==> src/rtl/serial_word_packer_pkg.sv <==
// rtl/serial_word_packer_pkg.sv - types and helpers shared by the serial word packer
//
// Purpose: output holding register state encoding and the mapping from
//          "k-th accepted bit of a word" to its position in the parallel word.
// Ports:   none (package).

package serial_word_packer_pkg;

  // Output holding register occupancy; FULL is what the consumer sees as word_valid.
  typedef enum logic {
    OUT_EMPTY = 1'b0,
    OUT_FULL  = 1'b1
  } out_state_e;

  // Word index taken by accepted bit k (0-based from word start) in an f-bit word.
  // k is always < f, so the MSB-first subtraction cannot wrap.
  function automatic logic [31:0] slot_of(input logic [31:0] k,
                                          input logic [31:0] f,
                                          input logic        msb_first);
    return msb_first ? (f - 32'd1 - k) : k;
  endfunction

endpackage

==> src/rtl/serial_word_packer.sv <==
// rtl/serial_word_packer.sv - serial-to-parallel word assembler with one-deep output register
//
// Purpose: accepts one qualified bit per clock, gathers F bits into a word and
//          presents it on a valid/ready output. Words completed while the
//          output register is still occupied and not draining are dropped and
//          flagged in a sticky overflow bit.
// Parameters:
//   F          word width in bits (>= 1)
//   MSB_FIRST  0: first bit -> word_out[0]; 1: first bit -> word_out[F-1]
// Ports:
//   clk         in   sole clock, rising edge
//   rstn        in   asynchronous active-low reset
//   bit_in      in   serial data bit
//   bit_valid   in   bit_in accepted on this edge (no backpressure)
//   word_out    out  assembled word, stable while word_valid is high
//   word_valid  out  output register holds an undelivered word
//   word_ready  in   consumer takes word_out when word_valid && word_ready
//   overflow    out  sticky: a completed word was dropped
//   clear_ovf   in   synchronous clear of overflow (loses to a same-edge drop)
//   fill        out  bits held in the partial word (0..F-1)

module serial_word_packer
  import serial_word_packer_pkg::*;
#(
  parameter  int unsigned F         = 3,
  parameter  int unsigned MSB_FIRST = 0,
  localparam int unsigned FILL_W    = $clog2(F + 1)
) (
  input  logic              clk,
  input  logic              rstn,
  input  logic              bit_in,
  input  logic              bit_valid,
  output logic [F-1:0]      word_out,
  output logic              word_valid,
  input  logic              word_ready,
  output logic              overflow,
  input  logic              clear_ovf,
  output logic [FILL_W-1:0] fill
);

  generate
    if (F == 0) begin : g_bad_f
      $error("serial_word_packer: F must be at least 1");
    end
    if (MSB_FIRST > 1) begin : g_bad_msb_first
      $error("serial_word_packer: MSB_FIRST must be 0 or 1");
    end
  endgenerate

  // Counter value carried by the completing bit. For F=1 this is 0, so every
  // accepted bit completes a word and the counter never leaves 0.
  localparam logic [FILL_W-1:0] CNT_LAST = FILL_W'(F - 1);

  logic [F-1:0]      sr_q, sr_d;
  logic [FILL_W-1:0] cnt_q, cnt_d;
  logic [F-1:0]      word_q, word_d;
  logic              ovf_q, ovf_d;
  out_state_e        state_q, state_d;

  logic [F-1:0]      sr_merged;
  logic [31:0]       slot;
  logic              done;
  logic              drain;
  logic              load_word;
  logic              drop_word;

  // ---------------------------------------------------------------------------
  // Bit assembly
  // ---------------------------------------------------------------------------
  assign slot = slot_of(32'(cnt_q), 32'(F), MSB_FIRST != 0);
  assign done = bit_valid && (cnt_q == CNT_LAST);

  // Shift register with the incoming bit already written into its slot; on a
  // completing edge this is the finished word handed to the output register.
  always_comb begin
    sr_merged = sr_q;
    for (int unsigned i = 0; i < F; i++) begin
      if (32'(i) == slot) begin
        sr_merged[i] = bit_in;
      end
    end
  end

  always_comb begin
    sr_d  = sr_q;
    cnt_d = cnt_q;
    if (bit_valid) begin
      sr_d  = sr_merged;
      cnt_d = done ? '0 : cnt_q + 1'b1;
    end
  end

  always_ff @(posedge clk or negedge rstn) begin
    if (!rstn) begin
      sr_q  <= '0;
      cnt_q <= '0;
    end else begin
      sr_q  <= sr_d;
      cnt_q <= cnt_d;
    end
  end

  // ---------------------------------------------------------------------------
  // Output holding register FSM
  // ---------------------------------------------------------------------------
  // word_ready only matters once a word is held; while EMPTY it is ignored.
  assign drain = (state_q == OUT_FULL) && word_ready;

  // State register
  always_ff @(posedge clk or negedge rstn) begin
    if (!rstn) begin
      state_q <= OUT_EMPTY;
    end else begin
      state_q <= state_d;
    end
  end

  // Next-state logic
  always_comb begin
    state_d = state_q;
    unique case (state_q)
      OUT_EMPTY: begin
        if (done) begin
          state_d = OUT_FULL;
        end
      end
      OUT_FULL: begin
        // A drain coinciding with a new word keeps FULL: back-to-back, no bubble.
        if (drain && !done) begin
          state_d = OUT_EMPTY;
        end
      end
      default: state_d = OUT_EMPTY;
    endcase
  end

  // Output/control decode
  always_comb begin
    load_word = 1'b0;
    drop_word = 1'b0;
    unique case (state_q)
      OUT_EMPTY: load_word = done;
      OUT_FULL: begin
        load_word = done && drain;
        drop_word = done && !drain;
      end
      default: begin
        load_word = 1'b0;
        drop_word = 1'b0;
      end
    endcase
  end

  // ---------------------------------------------------------------------------
  // Word and overflow registers
  // ---------------------------------------------------------------------------
  // A dropped word never touches word_q, so word_out stays stable while blocked.
  assign word_d = load_word ? sr_merged : word_q;

  // A drop on the same edge as clear_ovf wins, so no dropped word goes unreported.
  always_comb begin
    ovf_d = ovf_q;
    if (drop_word) begin
      ovf_d = 1'b1;
    end else if (clear_ovf) begin
      ovf_d = 1'b0;
    end
  end

  always_ff @(posedge clk or negedge rstn) begin
    if (!rstn) begin
      word_q <= '0;
      ovf_q  <= 1'b0;
    end else begin
      word_q <= word_d;
      ovf_q  <= ovf_d;
    end
  end

  assign word_out   = word_q;
  assign word_valid = (state_q == OUT_FULL);
  assign overflow   = ovf_q;
  assign fill       = cnt_q;

endmodule
==> config.mk <==
export PLATFORM = sky130hd
export DESIGN_NAME = serial_word_packer
export DESIGN_NICKNAME = d
export VERILOG_FILES = /design/src/rtl/serial_word_packer_pkg.sv /design/src/rtl/serial_word_packer.sv
export SDC_FILE = /design/constraint.sdc
export NUM_CORES = 1
export LEC_CHECK = 0
export BUFFER_PORTS_ARGS = -buffer_cell sky130_fd_sc_hd__buf_2
export CAP_MARGIN = 0
export CORE_AREA = 5 5 42 44
export DETAILED_ROUTE_END_ITERATION = 12
export DIE_AREA = 0 0 47 49
export PLACE_DENSITY_LB_ADDON = 0.25
export REMOVE_ABC_BUFFERS = 1
export SLEW_MARGIN = 30
export SYNTH_ARGS = -nofsm -noshare
export SYNTH_HDL_FRONTEND = slang
export SYNTH_SLANG_ARGS = --single-unit
==> constraint.sdc <==
create_clock -name clk -period 3.55 [get_ports clk]
set_clock_uncertainty 0.15 [all_clocks]
set_input_delay 0 -clock clk [delete_from_list [all_inputs] [get_ports clk]]
set_output_delay 0 -clock clk [all_outputs]
set_load 0.05 [all_outputs]
==> metrics.txt <==
crit-path max FO 5; Synth Register Bits 9; initial antenna violation count 0; worst reg2reg path endpoint overflow; Std-Cell Rows 14; Post-CTS Resized 0; Min Clock Period, post-route 1.51 ns; Final Hold Viols 0; final worst slack between 2 and 2.5 ns; Max IR drop VDD between 0.3 and 0.4 mV; crit end category flop; R2R depth 3; most frequent cells in the layout buf_2, dfrtp_1, dlygate4sd3_1; Hold Crit Start sr_q[1]; Die W approximately 47 um; Final Setup Violations 0; synth top area cells dfrtp_1, mux2_2, nand3b_4; HPWL after detailed placement about 600 um; unrepaired setup endpoints after global routing false; max-cap viol count 0; Slew HR 71.6%; DR vias roughly 290; first-pass GRT wire length 1.28 mm; top cell type's share of synthesized area ~59%; Reg area roughly 230 um2; type of origin of the critical path flop; Ys Warns 0; clk slew on worst S/H paths around 0.060 ns; Avg WL per Cell roughly 11 um; max-slew violations 0; LEAKAGE between 0.2 and 0.3 nW; CTS Sinks 9; Avg Cell Area, Syn ~12 um2; Iter 0 DRT Violations 2; # fillers ~160; post-route ant nets 0; Power Total 0.469 mW; synth unique cells 13; WHS Path Cells 1; placed instance area ~460 um2; WL final slightly below 800 um; share of cells above drive strength 1 37.0%; DR pass1 iterations 3; drt via density between 4 and 5; reg2reg setup slack 2.04 ns; # DRC 0; final hold slack roughly 0.36 ns; CTS H-Tree Depth 1; Worst Path Arrival roughly 1.6 ns; fmax 664 MHz; Max Root-Sink Buffers 2; number of I/O pins 13; TritonCTS buffer count 3; Layout area overhead 46.4%; Clk Latency, worst-skew pair about 0.25 ns; # diodes 0; IO buf count 12; register area share after synthesis between 50 and 60%; root buf cell clkbuf_4; DIE HEIGHT slightly below 50 um; most common cell after layout, fill and taps aside buf_2; fin area about 560 um2; post-CTS setup buffer count 0; Starting Density between 20% and 30%; cts hold-fix bufs 7; Overflow after GRT 0; Pwr Density approximately 840 nW/um2; Worst Tran Pin Value 0.424 ns; Final period util 42.4%; Mapped Cells 31; r2r startpoint fill[0]; area of the multi-input gates roughly 140 um2; die area approximately 2300 um2; hold worst-path end sr_q[1]; vias in the first global route about 290; routability congestion estimate 0.696; largest net degree at the start of global routing 10; Worst EP required between 3 and 4 ns; CP Class flop to flop; Core Area roughly 1400 um2; Post-Syn Area ~380 um2; pre-CTS WS ~2.2 ns; Synth area leader dfrtp_1; nets 61; CTS tree yes; outcome finished, final reports clean; worst hold path class flop to flop; TNS Setup 0 ns; GRT Util Overall 7.75%
==> sequential cells by signal (all words and copies together) (netlist names) <==
name and cells:
sr_q 2, overflow 1, word_out 3, word_valid 1, fill 2
==> synth_stat cells <==
| cell type | instances |
|---|---|
| o21ai_0 | 4 |
| inv_1 | 5 |
| dfrtp_1 | 9 |
| nand3b_4 | 1 |
| nand2_1 | 1 |
| mux2_4 | 1 |
| mux2_2 | 2 |
| nand2b_1 | 1 |
| nand3_1 | 2 |
| nor2b_1 | 1 |
| o22ai_1 | 1 |
| nor2b_4 | 1 |
| nand4_1 | 2 |
==> cells by family after synthesis <==
logic type | Yosys count | share of synthesized area (%)
AO/OA/AOI/OAI | 5 | 6.91
buffers and inverters | 5 | 4.93
flip-flops | 9 | 59.2
multiplexers | 3 | 9.87
AND/OR/NAND/NOR | 9 | 19.1
==> stage by stage <==
stage	util [%]	std cells
floorplan	-	31
global route	39.7	70
finish	39.7	70
global placement	32.9	59
CTS	39.7	70
detailed placement	32.9	59
==> layer usage <==
layer | routed length (um) | vias to the layer above | part of all wire (%) | track usage (%)
met1 | 372 | 126 | 47 | 9.95
li1 | - | 152 | - | -
met3 | 65 | 2 | 8.2 | 2.58
met2 | 347 | 9 | 44 | 11.1
met5 | 0 | - | 0 | 0
met4 | 5 | 0 | 0.63 | 4.15
==> layout make-up <==
type                            count  area share [%]
Tap cell                           16            3.60
Sequential cell                     9            40.4
Multi-Input combinational cell     17            24.5
Inverter                            5            3.37
Timing Repair Buffer               19            23.4
Clock buffer                        4            4.72
==> report_power, final <==
group | switching, mW | internal (mW) | leakage (nW)
logic | 0.154 | 0.0677 | 0.166
clock network | 0.0330 | 0.0431 | 0.0150
registers | 0.0276 | 0.144 | 0.112
total | 0.214 | 0.255 | 0.293
==> critical path, stage by stage (launching register included) <==
cell	delay, ns
dfrtp_1	0.41
nand3b_4	0.19
o22ai_1	0.14
dlygate4sd3_1	0.56
==> worst max-delay path by stage <==
stage               start           to  depth (start not counted)  slack [ns]
2_1_floorplan     fill[1]  word_out[2]                          3        2.00
3_3_place_gp   word_valid  word_out[2]                          3        2.27
3_5_place_dp   word_valid  word_out[2]                          3        2.25
4_1_cts           fill[0]     overflow                          3        2.06
5_1_grt        word_ready     overflow                          5        1.92
6_report          fill[0]     overflow                          3        2.04
No activity file was read; power rests on OpenSTA's default activity.
